## config.mk

```make
export PLATFORM = sky130hd
export DESIGN_NAME = pu_load_sched
export DESIGN_NICKNAME = d
export VERILOG_FILES = /design/src/rtl/pu_load_sched.sv
export SDC_FILE = /design/constraint.sdc
export NUM_CORES = 1
export LEC_CHECK = 0
export CAP_MARGIN = 0
export CORE_UTILIZATION = 46
export CTS_CLUSTER_DIAMETER = 40
export DETAILED_ROUTE_END_ITERATION = 10
export PLACE_DENSITY = 0.91
export SLEW_MARGIN = 0
export SYNTH_ARGS = -nofsm -noshare
export SYNTH_HDL_FRONTEND = slang
export SYNTH_SLANG_ARGS = --single-unit
```

## constraint.sdc

```tcl
create_clock -name clk -period 2.8 [get_ports clk]
set_input_delay 0.56 -clock clk [delete_from_list [all_inputs] [get_ports clk]]
set_output_delay 0.56 -clock clk [all_outputs]
set_load 0.05 [all_outputs]
```

## src/rtl/pu_load_sched.sv

```systemverilog
// Load scheduler for one img2col PU: streams pixel pairs into the PU register file,
// fires the PU once per round and waits for its completion flag.
module pu_load_sched #(
    parameter int DATA_W  = 16,
    parameter int K       = 5,
    parameter int ADRS_W  = 5,
    parameter int ROUND_W = 6
) (
    input  logic               clk,
    input  logic               nrst,
    input  logic               cfg_start,
    input  logic [ROUND_W-1:0] cfg_rounds,
    input  logic               s_valid,
    output logic               s_ready,
    input  logic [DATA_W-1:0]  s_data1,
    input  logic [DATA_W-1:0]  s_data2,
    output logic               pu_wr,
    output logic [ADRS_W-1:0]  pu_adrs1,
    output logic [ADRS_W-1:0]  pu_adrs2,
    output logic [DATA_W-1:0]  pu_new1,
    output logic [DATA_W-1:0]  pu_new2,
    output logic               pu_start,
    output logic [ROUND_W-1:0] pu_round,
    input  logic               pu_done,
    output logic               busy,
    output logic               done,
    output logic [2:0]         dbg_state
);
    // Stream handshake: a beat transfers on a rising clk edge where s_valid && s_ready;
    // s_valid may rise or fall freely, s_ready depends only on registered state.

    localparam int WIN    = K * K;
    localparam int BEATS0 = (WIN + 1) / 2;
    localparam int BEATSN = (K + 1) / 2;
    localparam int BASEN  = WIN - K;
    localparam int BEAT_W = $clog2(BEATS0 + 1);

    localparam logic [2:0] S_IDLE = 3'd0;
    localparam logic [2:0] S_LOAD = 3'd1;
    localparam logic [2:0] S_FIRE = 3'd2;
    localparam logic [2:0] S_WAIT = 3'd3;
    localparam logic [2:0] S_DONE = 3'd4;

    logic [2:0]         state_q, state_d;
    logic [ROUND_W-1:0] rounds_q, rounds_d;
    logic [ROUND_W-1:0] round_q, round_d;
    logic [BEAT_W-1:0]  beat_q, beat_d;
    logic               last_q, last_d;
    logic               wr_q, wr_d;
    logic [ADRS_W-1:0]  adrs1_q, adrs1_d, adrs2_q, adrs2_d;
    logic [DATA_W-1:0]  new1_q, new1_d, new2_q, new2_d;

    logic               first_round;
    logic [BEAT_W-1:0]  beats_in_round;
    logic               odd_words;
    logic               last_beat;
    logic [ADRS_W-1:0]  base_adrs;
    logic [ADRS_W-1:0]  beat_adrs;

    always_comb begin
        first_round    = (round_q == '0);
        beats_in_round = first_round ? BEAT_W'(BEATS0) : BEAT_W'(BEATSN);
        odd_words      = first_round ? (WIN % 2 == 1) : (K % 2 == 1);
        last_beat      = (beat_q == beats_in_round - BEAT_W'(1));
        base_adrs      = first_round ? '0 : ADRS_W'(BASEN);
        beat_adrs      = base_adrs + (ADRS_W'(beat_q) << 1);
    end

    always_comb begin
        state_d  = state_q;
        rounds_d = rounds_q;
        round_d  = round_q;
        beat_d   = beat_q;
        last_d   = last_q;
        wr_d     = 1'b0;
        adrs1_d  = adrs1_q;
        adrs2_d  = adrs2_q;
        new1_d   = new1_q;
        new2_d   = new2_q;
        case (state_q)
            S_IDLE: begin
                if (cfg_start) begin
                    rounds_d = (cfg_rounds == '0) ? ROUND_W'(1) : cfg_rounds;
                    round_d  = '0;
                    beat_d   = '0;
                    last_d   = 1'b0;
                    state_d  = S_LOAD;
                end
            end
            S_LOAD: begin
                // last_q marks the cycle carrying the final write; FIRE follows it.
                if (last_q) begin
                    state_d = S_FIRE;
                end else if (s_valid) begin
                    wr_d    = 1'b1;
                    adrs1_d = beat_adrs;
                    new1_d  = s_data1;
                    // An odd final beat repeats port 1 on port 2 so no stray word is written.
                    adrs2_d = (last_beat && odd_words) ? beat_adrs : beat_adrs + ADRS_W'(1);
                    new2_d  = (last_beat && odd_words) ? s_data1 : s_data2;
                    beat_d  = beat_q + BEAT_W'(1);
                    last_d  = last_beat;
                end
            end
            S_FIRE: state_d = S_WAIT;
            S_WAIT: begin
                if (pu_done) begin
                    if (round_q == rounds_q - ROUND_W'(1)) begin
                        state_d = S_DONE;
                    end else begin
                        round_d = round_q + ROUND_W'(1);
                        beat_d  = '0;
                        last_d  = 1'b0;
                        state_d = S_LOAD;
                    end
                end
            end
            S_DONE:  state_d = S_IDLE;
            default: state_d = S_IDLE;
        endcase
    end

    always_ff @(posedge clk or negedge nrst) begin
        if (!nrst) begin
            state_q  <= S_IDLE;
            rounds_q <= '0;
            round_q  <= '0;
            beat_q   <= '0;
            last_q   <= 1'b0;
            wr_q     <= 1'b0;
            adrs1_q  <= '0;
            adrs2_q  <= '0;
            new1_q   <= '0;
            new2_q   <= '0;
        end else begin
            state_q  <= state_d;
            rounds_q <= rounds_d;
            round_q  <= round_d;
            beat_q   <= beat_d;
            last_q   <= last_d;
            wr_q     <= wr_d;
            adrs1_q  <= adrs1_d;
            adrs2_q  <= adrs2_d;
            new1_q   <= new1_d;
            new2_q   <= new2_d;
        end
    end

    always_comb begin
        s_ready   = (state_q == S_LOAD) && !last_q;
        pu_wr     = wr_q;
        pu_adrs1  = adrs1_q;
        pu_adrs2  = adrs2_q;
        pu_new1   = new1_q;
        pu_new2   = new2_q;
        pu_start  = (state_q == S_FIRE);
        pu_round  = round_q;
        busy      = (state_q == S_LOAD) || (state_q == S_FIRE) || (state_q == S_WAIT);
        done      = (state_q == S_DONE);
        dbg_state = state_q;
    end

endmodule

```

==> reports/summary.txt <==
first-pass GRT wire length: 11000 µm
Min Hold Slack: 0.247 ns
number of failing hold endpoints at the final stage: 0
initial antenna violation count: 0
HP Class: in -> async
fmax: 384 MHz
routability cong.: 0.763
Worst Setup EP: pu_start
Clock Power Share: 0.138
area of the mapped netlist: 2920 µm²
Sum Neg Setup Slack: 0 ns
clk_lat worst skew: 0.33 ns
die area: 6670 µm²
vias in the first global route: 2367
CTS tree: yes
minimum clock period: 2.60 ns
Layout Cells excl Fill: 476
Layout Nets: 446
Worst R2R End: pu_new2[1]
status: complete, no violations
nature of the critical path endpoint: output pin
vias per std cell: 5.24
syn avg cell area: 9.64 µm²
DR iter-0 viols: 194
Int Pwr: 2.90 mW
RSZ-0062 raised after global routing: no
critical path class: reg -> out
Worst Setup Start Kind: flip-flop
worst slew pin tran: 0.631 ns
number of synthesized flops with an enable pin: 0
Setup Fix Bufs, Post-CTS: 0
pin count of the biggest net entering global routing: 47
Remaining DRCs: 0
max-slew violation count: 0
WL per Instance: 14.8 µm
count of buffers from port buffering: 97
final wirelength: 7040 µm
sequential fraction of the synthesis area: 0.497
P&R area growth vs syn: 41.0%
gr ovfl total: 0
via count: 2495
H-tree depth: 3
sequential share of power: 0.264
Die X: 81.7 µm
combinational power share: 0.597
reg2reg path depth: 7
top cells by area, synth: dfrtp_1, nand2_1, mux2i_1
CP bufs+invs: 1
Slowest-stage cell, CP: clkdlybuf4s50_1
Net Sw Frac: 0.494
# diodes: 0
WP depth: 2
std cell rows: 28
Req. time, crit path: 2.24 ns
crit-path max cell delay: 0.83 ns
post-DP HPWL: 5140 µm
ys async rst share: 1.00
root buffer cell: clkbuf_8
antenna viol nets, final: 0
Pleak: 1.93 nW
post-synth net total: 352
Die H: 81.7 µm
Slew headroom: 0.579
crit-path max FO: 13
Util after Layout: 0.684
initial core utilization: 0.485
Commonest cells post-synth: nand2_1, dfrtp_1, o21ai_1
Mapped Cells: 303
final setup violation count: 0
Worst setup startpoint: dbg_state[1]
Worst Skew: 0.0113 ns
count leader, synth: nand2_1
Top delay family on crit path: buffers and inverters
Yosys top cell area share: 0.497
Boundary Pins: 99
fin crit share: 0.930
max-cap viol count: 0
Clock Sinks: 58
crit path cell chain: nor3b_1 -> clkdlybuf4s50_1
Core Footprint: 6030 µm²
Worst R2R Start: pu_round[2]
CTS Hold Bufs: 0
gr usage total: 0.220
Power Total: 5.73 mW
Synth Warn #: 0
cts bufs inserted: 9
TritonRoute pass-1 iters: 4
pwr dens: 1390 nW/µm²
switching pwr: 2.83 mW
largest area contributor in the netlist: dfrtp_1
ys flop type: dfrtp_1
CTS Buffer Depth: 2
r2r setup slk: 0.37 ns
share of layout cells above drive strength 1: 0.0973
FF+latch count, synth: 58
Worst IR Drop VDD: 0.938 mV
Netlist cell types: 49
clock-pin slew on the worst setup and hold paths: 0.07 ns
DP Cell Count: 461
WP data arrival: 2.04 ns
[area by class of cell]
cell class                      count  area [µm²]
Clock buffer                       13         169
Multi-Input combinational cell    215        1310
Tap cell                           75        93.8
Clock inverter                      2        35.0
Fill cell                         477        1910
Inverter                           10        37.5
Sequential cell                    58        1450
Timing Repair Buffer              103        1030
[logic make-up (layout without fill, tap and decap cells)]
group,after synthesis,in the layout,share of synthesized area
AND/OR/NAND/NOR,131,131,0.211
buffers and inverters,30,128,0.0604
adder cells (fa/ha/maj),6,6,0.0257
AO/OA/AOI/OAI,45,45,0.0942
multiplexers,23,23,0.0809
XOR/XNOR,9,9,0.0296
flip-flops,58,58,0.497
other,1,1,0.00128
[layout by cell type, fill, tap and decap left out, types with 5 or more instances in the layout]
master and count:
clkdlybuf4s50_1 95, nand2_1 86, dfrtp_1 58, o21ai_1 25, mux2i_1 18, clkbuf_8 12, inv_1 9, nor2_1 8
nand3_1 7, a21oi_1 6, ha_1 6, xnor2_1 5, mux2_2 5, buf_4 5
[power by group through the flow]
stage	clock network (mW)	registers, mW	logic (mW)
CTS	0.807	1.51	3.43
global route	0.852	1.56	3.65
detailed placement	0	1.52	3.42
floorplan	0	2.46	1.56
global placement	0	1.49	3.34
finish	0.793	1.52	3.43
[registers in the layout, summed over array words and instances, names as in the netlist]
| name | cells |
|---|---|
| beat_q | 4 |
| dbg_state | 3 |
| last_q | 1 |
| pu_adrs1 | 1 |
| pu_adrs2 | 4 |
| pu_new1 | 16 |
| pu_new2 | 16 |
| pu_round | 6 |
| pu_wr | 1 |
| rounds_q | 6 |
[layer usage]
layer  GRT usage  wire (µm)  up-vias
met3      0.0367        284       10
li1            -          -     1200
met2       0.371       3670       69
met5           0          0        -
met4      0.0982        112        0
met1       0.276       2980     1216
[worst min-delay path by stage]
stage,from,end,slack (ns),cells after the start
after floorplan,nrst,beat_q[0],0.26,0
after global placement,pu_new1[15],pu_new1[15],0.46,2
after detailed placement,pu_new1[6],pu_new1[6],0.46,2
after CTS,nrst,pu_new2[1],0.25,1
after global routing,nrst,pu_new2[6],0.27,1
final,nrst,pu_new2[2],0.25,1
[stage by stage]
stage / cell area [µm²] / setup WS, ns
finish: 4120 / 0.196
global placement: 3910 / 0.370
CTS: 4110 / 0.0778
floorplan: 2930 / 0.199
global route: 4120 / 0.137
detailed placement: 3910 / 0.223
[worst reg2reg max path, stage by stage (launching register included)]
cell,delay (ns)
dfrtp_1,0.48
nor4_1,0.48
nand2_1,0.19
ha_1,0.35
a211o_1,0.15
buf_4,0.31
mux2i_1,0.27
o21ai_1,0.08
[timing repair]
| item | 4_1_cts | 5_1_grt |
|---|---|---|
| endpoints found under the setup margin | 0 | 2 |
| hold endpoints to repair | 0 | 0 |
| gates resized for setup | 0 | 2 |
(Power assumes the default switching activity.)
